--- config.mk ---
export PLATFORM = sky130hd
export DESIGN_NAME = result_uart_framer
export DESIGN_NICKNAME = d
export VERILOG_FILES = /design/src/rtl/result_uart_framer.sv
export SDC_FILE = /design/constraint.sdc
export NUM_CORES = 1
export LEC_CHECK = 0
export ABC_AREA = 1
export ABC_CLOCK_PERIOD_IN_PS = 4300
export CAP_MARGIN = 20
export CORE_ASPECT_RATIO = 0.5
export CORE_MARGIN = 10
export CORE_UTILIZATION = 30
export DETAILED_ROUTE_END_ITERATION = 8
export SETUP_SLACK_MARGIN = 0.15
export SYNTH_ARGS = -nofsm -noshare
export SYNTH_HDL_FRONTEND = slang
export SYNTH_SLANG_ARGS = --single-unit
export TNS_END_PERCENT = 100
--- constraint.sdc ---
create_clock -name clk -period 4.3 [get_ports clk]
set_clock_uncertainty 0.1 [all_clocks]
set_input_delay 0.86 -clock clk [delete_from_list [all_inputs] [get_ports clk]]
set_output_delay 0.86 -clock clk [all_outputs]
set_load 0.01 [all_outputs]
--- src/rtl/result_uart_framer.sv ---
// result_uart_framer
//   Pops one entry from the result FIFO and sends it to the UART TX byte
//   interface as one frame:
//     SYNC, payload bytes MSB first, then the XOR of the payload bytes.
//
//   Ports
//     clk, reset        clock; asynchronous active-high reset
//     enable            allows a new frame to start (sampled in IDLE only)
//     fifo_empty        FIFO empty flag
//     fifo_data         FIFO read data, valid the cycle after fifo_read
//     fifo_read         one-cycle pop strobe (high only in POP)
//     tx_data/tx_valid  byte to the UART and its valid flag
//     tx_ready          the UART takes the byte on this edge
//     busy              high in every state except IDLE
//     frame_count       number of completed frames, wraps at 16 bits
//
//   WIDTH must be a multiple of 8.
module result_uart_framer #(
    parameter int          WIDTH = 56,
    parameter logic [7:0]  SYNC  = 8'hA5
) (
    input  logic             clk,
    input  logic             reset,
    input  logic             enable,
    input  logic             fifo_empty,
    input  logic [WIDTH-1:0] fifo_data,
    output logic             fifo_read,
    output logic [7:0]       tx_data,
    output logic             tx_valid,
    input  logic             tx_ready,
    output logic             busy,
    output logic [15:0]      frame_count
);

    localparam int NBYTES = WIDTH / 8;
    localparam int IW     = (NBYTES > 1) ? $clog2(NBYTES) : 1;

    typedef enum logic [2:0] {
        IDLE,
        POP,
        LOAD,
        SEND_SYNC,
        SEND_DATA,
        SEND_SUM
    } state_t;

    state_t           r_state;
    state_t           w_next;
    logic [WIDTH-1:0] r_shreg;
    logic [WIDTH-1:0] w_shifted;
    logic [7:0]       r_csum;
    logic [IW-1:0]    r_idx;
    logic [7:0]       r_tx_data;
    logic             r_tx_valid;
    logic [15:0]      r_frame_count;
    logic             w_xfer;
    logic             w_last;

    assign w_xfer    = r_tx_valid & tx_ready;
    assign w_last    = (r_idx == IW'(NBYTES - 1));
    // Byte that follows the current one: the top byte after the shift.
    assign w_shifted = r_shreg << 8;

    // State register
    always_ff @(posedge clk or posedge reset) begin
        if (reset) r_state <= IDLE;
        else       r_state <= w_next;
    end

    // Next-state logic
    always_comb begin
        w_next = r_state;
        case (r_state)
            IDLE:      if (enable && !fifo_empty) w_next = POP;
            POP:       w_next = LOAD;
            LOAD:      w_next = SEND_SYNC;
            SEND_SYNC: if (w_xfer) w_next = SEND_DATA;
            SEND_DATA: if (w_xfer && w_last) w_next = SEND_SUM;
            SEND_SUM:  if (w_xfer) w_next = IDLE;
            default:   w_next = IDLE;
        endcase
    end

    // Datapath: shift register, checksum and the registered TX byte.
    always_ff @(posedge clk or posedge reset) begin
        if (reset) begin
            r_shreg       <= '0;
            r_csum        <= '0;
            r_idx         <= '0;
            r_tx_data     <= '0;
            r_tx_valid    <= 1'b0;
            r_frame_count <= '0;
        end else begin
            case (r_state)
                LOAD: begin
                    r_shreg    <= fifo_data;
                    r_csum     <= '0;
                    r_idx      <= '0;
                    r_tx_data  <= SYNC;
                    r_tx_valid <= 1'b1;
                end
                SEND_SYNC: begin
                    if (w_xfer) r_tx_data <= r_shreg[WIDTH-1 -: 8];
                end
                SEND_DATA: begin
                    if (w_xfer) begin
                        r_csum  <= r_csum ^ r_tx_data;
                        r_idx   <= r_idx + IW'(1);
                        r_shreg <= w_shifted;
                        // Checksum byte folds in the byte just sent.
                        if (w_last) r_tx_data <= r_csum ^ r_tx_data;
                        else        r_tx_data <= w_shifted[WIDTH-1 -: 8];
                    end
                end
                SEND_SUM: begin
                    if (w_xfer) begin
                        r_tx_valid    <= 1'b0;
                        r_frame_count <= r_frame_count + 16'd1;
                    end
                end
                default: ;
            endcase
        end
    end

    // fifo_read and busy are pure state decodes.
    assign fifo_read   = (r_state == POP);
    assign busy        = (r_state != IDLE);
    assign tx_data     = r_tx_data;
    assign tx_valid    = r_tx_valid;
    assign frame_count = r_frame_count;

endmodule

==> impl_metrics.env <==
export IMPL_layout_drive_gt1_share=0.0607
export IMPL_rsz0062_at_grt="no"
export IMPL_cts_sinks=95
export IMPL_end_kind="primary output"
export IMPL_cap_violations=0
export IMPL_avgRoutedWirePerCell_um=13.5
export IMPL_syn_area_um2=4830
export IMPL_start_kind="flop"
export IMPL_clk_insertion_delay_late_ns=0.34
export IMPL_drt_total_wl_um=12100
export IMPL_ys_seq_area_frac=0.492
export IMPL_drtAntennaViolNets=0
export IMPL_syn_instance_count=611
export IMPL_criticalPathCategory="flop to primary output"
export IMPL_track_usage=0.115
export IMPL_synth_edf_count=0
export IMPL_synthDominantCellAreaShare=0.492
export IMPL_post_cts_buffers=0
export IMPL_ioPinCount=88
export IMPL_syn_nets=675
export IMPL_io_buffers=87
export IMPL_post_cts_resized=0
export IMPL_p_per_area_nw_per_um2=577
export IMPL_die_area_um2=21900
export IMPL_async_flop_share=1.00
export IMPL_start_util=0.310
export IMPL_finalCriticalPeriod_ns=2.70
export IMPL_yosys_warnings=0
export IMPL_max_freq_mhz=370
export IMPL_whs_ns=0.385
export IMPL_coreArea_um2=15600
export IMPL_hpwlAfterDp_um=8750
export IMPL_p_leak_nw=2.81
export IMPL_ctsHoldBuffers=0
export IMPL_clkTransAtPathRegs_ns=0.07
export IMPL_setup_tns_ns=0
export IMPL_viasPerCell=4.48
export IMPL_ys_seq_elements=95
export IMPL_grt_pass1_vias=3963
export IMPL_grt_max_degree=100
export IMPL_relSlewSlack=0.416
export IMPL_drv_slew=0
export IMPL_dr_total_vias=4013
export IMPL_route_detailed_drc=0
export IMPL_cts_buffers=9
export IMPL_die_width_um=199
export IMPL_firstDrtPassIters=4
export IMPL_antenna_found_initial=0
export IMPL_htree_levels=3
export IMPL_synth_cell_types=32
export IMPL_setup_viol=0
export IMPL_final_hold_violation_count=0
export IMPL_cts_root_buf="clkbuf_16"
export IMPL_fin_crit_sh=0.629
export IMPL_gr_total_overflow=0
export IMPL_antennaDiodeCount=0
export IMPL_synthToLayoutAreaGrowth_pct=26.1
export IMPL_num_rows=32
export IMPL_synth_most_common_cell="nand2_1"
export IMPL_clock_path_buffers=2
export IMPL_yosysTopAreaCell="dfrtp_1"
export IMPL_netlist_top_cells_count="227 x nand2_1, 95 x dfrtp_1, 90 x o21ai_0"
export IMPL_synth_area_leaders="dfrtp_1 49%, nand2_1 18%, o21ai_0 9.3%"
export IMPL_regArea_um2=2380
export IMPL_crit_fanout=4
export IMPL_fillers=1585
export IMPL_ys_flop_type="dfrtp_1"
export IMPL_cts_tree="done"
export IMPL_dieHeight_um=110
export IMPL_grt_first_pass_wirelength_um=20300
export IMPL_gp_congestion=0.824
export IMPL_nNetsFinal=752
export IMPL_crit_required_ns=3.34
export IMPL_multi_input_area_um2=2020
export IMPL_hold_class="flop to flop"
export IMPL_arrival_ns=1.74
export IMPL_worstMarginPinSlew_ns=0.877
export IMPL_avgSynthCellArea_um2=7.90
export IMPL_status="finished clean"
export IMPL_drt_initial_drc_count=243
export IMPL_vdd_drop_max_uv=303
-- worst max-delay path, stage by stage (launching register included) --
cell and delay (ns):
dfrtp_1 0.46, inv_2 0.10, nand2_1 0.12, nor2_1 0.17
clkdlybuf4s50_1 0.56
-- through the flow --
step | cells | cell area (µm²) | utilization | setup slack [ns] | power, mW
CTS | 896 | 6090 | 0.391 | 1.57 | 3.57
detailed placement | 881 | 5820 | 0.374 | 1.30 | 2.80
finish | 896 | 6090 | 0.391 | 1.60 | 3.51
global placement | 881 | 5820 | 0.374 | 1.40 | 2.76
floorplan | 611 | 4830 | - | 0.863 | 2.42
global route | 896 | 6090 | 0.391 | 1.38 | 3.84
-- worst paths after layout --
check | cells past startpoint | slack [ns] | start | endpoint
hold reg to reg | 2 | 0.38 | r_shreg[48] | r_shreg[48]
min in group asynchronous | 2 | 0.88 | reset | r_shreg[18]
max in group asynchronous | 3 | 2.40 | reset | tx_data[2]
hold / removal | 2 | 0.38 | r_shreg[48] | r_shreg[48]
setup reg to reg | 8 | 1.68 | r_state[0] | r_csum[6]
setup / recovery | 4 | 1.60 | r_state[1] | fifo_read
-- registers in the layout, summed over array words and instances, names as in the netlist --
register / count
r_shreg: 56
frame_count: 16
r_csum: 8
tx_data: 8
r_idx: 3
r_state: 3
tx_valid: 1
-- report_power, final --
| part | total (mW) | internal (mW) | switching [mW] | leakage (nW) |
|---|---|---|---|---|
| Combinational | 1.35 | 0.504 | 0.850 | 1.46 |
| Sequential | 1.41 | 1.24 | 0.170 | 1.21 |
| Clock | 0.746 | 0.394 | 0.352 | 0.138 |
-- layout by cell type (no fill, tap or decap), drive strengths merged --
| cell | instances |
|---|---|
| nand2 | 230 |
| o21ai | 106 |
| dfrtp | 95 |
| clkdlybuf4s50 | 87 |
| inv | 75 |
| nor2 | 25 |
| xnor2 | 15 |
| a21oi | 10 |
| nand3 | 10 |
| o211ai | 9 |
| clkbuf | 9 |
| nand4 | 6 |
| nor3 | 4 |
| ha | 3 |
| clkinv | 3 |
| xor2 | 2 |
| buf | 2 |
| nand3b | 1 |
-- metal layers --
layer  track usage  vias up  share of wire
li1              -     2084              -
met1         0.145     1864           0.47
met2         0.189       56           0.48
met3        0.0378        9          0.049
met4        0.0263        0         0.0088
met5             0        -              0
-- area by class of cell --
cell class,instances,area share
inverter,72,0.0456
clock buffer,9,0.0370
multi-input combinational,421,0.332
sequential,95,0.390
timing repair buffer,89,0.145
clock inverter,6,0.00719
tap,204,0.0419
-- logic make-up after synthesis --
logic type	after synthesis	share of synthesized area
buffers and inverters	95	0.0884
adder cells (fa/ha/maj)	3	0.00777
flip-flops	95	0.492
XOR/XNOR	17	0.0308
AND/OR/NAND/NOR	276	0.239
AO/OA/AOI/OAI	125	0.142
No activity file was read; power rests on OpenSTA's default activity.
==> edit 1, RTL diff (same settings) <==
Register the output `frame_count` once more, cleared by the reset; this adds one clock of latency there. The other outputs are not delayed to match.
--- a/src/rtl/result_uart_framer.sv
+++ b/src/rtl/result_uart_framer.sv
@@ -130,3 +130,9 @@
     assign tx_valid    = r_tx_valid;
-    assign frame_count = r_frame_count;
+    always_ff @(posedge clk or posedge reset) begin
+        if (reset) begin
+            frame_count <= '0;
+        end else begin
+            frame_count <= r_frame_count;
+        end
+    end
 
Function: no difference found for any inputs over 10 cycles, from zero or initial values and one cycle with reset high; that may be too few to reach the edited logic, so the function may still have changed.
==> edit 1 against the original RTL <==
  * Setup slack is essentially flat
  * Core utilization up 0.25 points
  * Sequential cell count grew 16
  * Routed wire length increased by 0.97%
  * Register-to-register slack better by 210 ps
  * Area after synthesis is 7.2% higher
  * Final area increased by 7.5%
  * First-iteration DRC count is 9.1% higher
  * Total power rose by 15%
  * Critical endpoint unchanged
==> edit 1: results (changes against the original RTL) <==
[place]
place_area_mm2=0.006237  ; +7.2%
gp_congestion=0.8155  ; -1.1%
dp.cells=875  ; -0.68%
dp_hpwl_um=9043  ; +3.3%
place_ws_ps=1311  ; +7.540 ps

[synth]
synth_area_per_cell_um2=8.881  ; +12%
synth.area.top_cells=dfrtp_1, nand2_1, o21ai_1
synthAdderAreaFrac_pct=0.7250  ; -0.052 points
synth_cell_types=26  ; -19%
syn_nets=647  ; -4.1%
synth_compound_area_share_pct=17.52  ; +3.3 points
synthXorXnorAreaFrac_pct=3.045  ; -0.039 points
ys_seq_area_share_pct=53.65  ; +4.4 points
synth.top_cells.by_count=nand2_1, dfrtp_1, inv_1, o21ai_1, o211ai_1

[timing]
worst_pin_slew_ps=806.8  ; -69.70 ps
hold_ws_ps=317.6  ; -67.36 ps
period_minus_slack_ps=2705  ; +0.1400 ps

[detailed_routing]
dr.pass1.iters=5  ; +1
wl_met3_um=573  ; -2.4%
drt_iter0_drc=265  ; +9.1%
met2_length_um=5973  ; +3.5%
vias=4012  ; -0.025%
post_drt_wl_per_cell_um=13.70  ; +1.5%
drt-met1-wl_um=5574  ; -0.84%

[worst_setup_path]
startpoint=r_state[0]$_DFFE_PP0P_
r2r_cells=8  ; unchanged
cp_top_family=buffers and inverters
rr_startpoint=r_state[1]$_DFFE_PP0P_
critPathMaxStageDelay_ps=610  ; +50 ps
crit_path_end=fifo_read
r2r-end=r_shreg[33]$_DFFE_PP0P_
r2r_slack_ps=1890  ; +210 ps

[clock_tree]
cts-resized-gates=0  ; unchanged

[global_routing]
use_met3_pct=2.677  ; -1.1 points
grtUsageMet1_pct=13.43  ; -1.1 points
grt_use_total_pct=10.67  ; -0.85 points
grtUsageMet2_pct=17.96  ; -0.98 points
grt_pass1_wl_um=20400  ; +0.61%
grt_pass1_vias=4077  ; +2.9%
grt_max_degree=77  ; -23%

[power]
p_leak_nw=2.817  ; +0.28%
powerComb_w=0.00157  ; +16%
vdd_drop_max_mv=0.3533  ; +17%
powerDensity_mw_per_mm2=615.3  ; +6.7%
power_clock_w=0.000842  ; +13%
p_sw_share_pct=39.19  ; +0.13 points

[final_layout]
post-route-util_pct=39.35  ; +0.25 points
fillers=1645  ; +3.8%
final-instance-count-excl-fill=891  ; -0.56%
drive_gt1_share_pct=7.681  ; +1.6 points
nNetsFinal=723  ; -3.9%

[run_status]
status=finished, final reports clean

[hold_path]
min_from=r_frame_count[15]$_DFFE_PP0P_
holdPathEnd=frame_count[15]$_DFF_PP0_
holdPathStages=0  ; -2

-- edit 1: cell types whose count changed after synthesis, sizes merged, moves of 2 or more --
cell | before | now
xor2 | 2 | 4
nand3 | 10 | 19
dfrtp | 95 | 111
buf | 21 | 13
clkbuf | 2 | 14
nand2 | 230 | 154
inv | 72 | 75
a21oi | 10 | 14
o21ai | 106 | 81
o211ai | 9 | 45
-- edit 1: cell type report --
| cell class | instances | share of cell area (%) |
|---|---|---|
| repair buffers | 92 | 14.06 |
| well taps | 227 | 4.338 |
| flip-flops and latches | 111 | 42.42 |
| clock buffers | 9 | 3.440 |
| clock inverters | 7 | 1.299 |
| inverters | 75 | 4.376 |
| multi-input cells | 370 | 30.06 |
-- edit 1: cells by family (layout without fill, tap and decap cells) --
group / count (synthesis) / after routing
buf+inv: 102 / 183
fa+ha+maj: 3 / 3
flops: 111 / 111
xor+xnor: 18 / 18
compound gates: 140 / 140
simple gates: 209 / 209
==> edit 2, RTL diff (same settings) <==
Without the edit above. `WIDTH`: 56 -> 112.
--- a/src/rtl/result_uart_framer.sv
+++ b/src/rtl/result_uart_framer.sv
@@ -18,3 +18,3 @@
 module result_uart_framer #(
-    parameter int          WIDTH = 56,
+    parameter int          WIDTH = 112,
     parameter logic [7:0]  SYNC  = 8'hA5
Ports: changed (resized fifo_data); port bits go from 88 to 144. No check against the original RTL was run, so the function may have changed too.
==> edit 2 against the original RTL <==
  * Clock power is 98% higher
  * Setup slack worse by 290 ps
  * Sequential power increased by 60%
  * Final area increased by 59%
  * Worst hold slack gained 31 ps
  * Largest cell class unchanged
  * Sequential cell count increased by 57
  * Sequential share of layout area increased by 0.23 points
  * Area after synthesis increased by 53%
  * Critical path type is now in2reg
  * Total power increased by 69%
  * Routed wire length grew 63%
==> edit 2: results (changes against the original RTL) <==
[place]
place_area_mm2=0.009082  ; +56%
port_buffers=143  ; +64%

[synth]
netlist_area_mm2=0.007387  ; +53%
syn_nets=1014  ; +50%
synth.top_cells.by_count=nand2_1, dfrtp_1, inv_1, o211ai_1, o21ai_1

[power]
powerComb_w=0.00220  ; +63%
p_int_w=0.003747  ; +75%
vdd_drop_max_mv=0.2651  ; -12%

[detailed_routing]
vias_per_cell=4.549  ; +1.6%
wl_met3_um=516  ; -12%
dr.pass1.iters=5  ; +1
post_drt_wl_per_cell_um=14.49  ; +7.4%
met2_length_um=10460  ; +81%

[global_routing]
use_met3_pct=2.451  ; -1.3 points
grtUsageMet2_pct=22.79  ; +3.9 points
grt_pass1_wl_um=32010  ; +58%

[worst_setup_path]
end_kind=register
rr_startpoint=r_state[1]$_DFFE_PP0P_
r2r_slack_ps=1610  ; -70 ps

[final_layout]
drive_gt1_share_pct=4.873  ; -1.2 points
multiInputCombCellCount=551  ; +31%
multi_input_area_mm2=0.002795  ; +38%
fillers=2438  ; +54%
nNetsFinal=1133  ; +51%
clock_buffers=20  ; +11

[clock_tree]
htree_levels=4  ; +1

[run_status]
status=finished, final reports clean

[hold_path]
holdPathEnd=r_shreg[67]$_DFFE_PP0P_
min_from=r_shreg[67]$_DFFE_PP0P_

[edit 2: cell count changes after synthesis, moves of 4 or more]
| cell | change |
|---|---|
| nand3_1 | +24 |
| o211ai_1 | +87 |
| xnor2_1 | -4 |
| o21ai_0 | -50 |
| o21ai_1 | +80 |
| nand2_1 | -4 |
| o21ai_2 | -7 |
| buf_2 | +15 |
| dfrtp_1 | +57 |
| nor2_1 | +9 |
| buf_4 | -4 |
| inv_1 | +68 |
| clkbuf_1 | +16 |
[edit 2: cell families (layout without fill, tap and decap cells)]
group	after synthesis	count (layout)	share of synthesized area, %
and+or+nand+nor	297	297	16.11
AOI/OAI and AO/OA	235	235	19.22
buffers and inverters	191	323	10.77
DFF	152	152	51.49
xor gates and xnor gates	16	16	1.897
adders and majority gates	3	3	0.5082
[edit 2: through the flow]
stage	setup slack, ps	util, %
floorplan	1423	-
detailed placement	910.8	37.65
finish	1307	40.15
global placement	954.2	37.65
CTS	1310	40.07
global route	1043	40.15
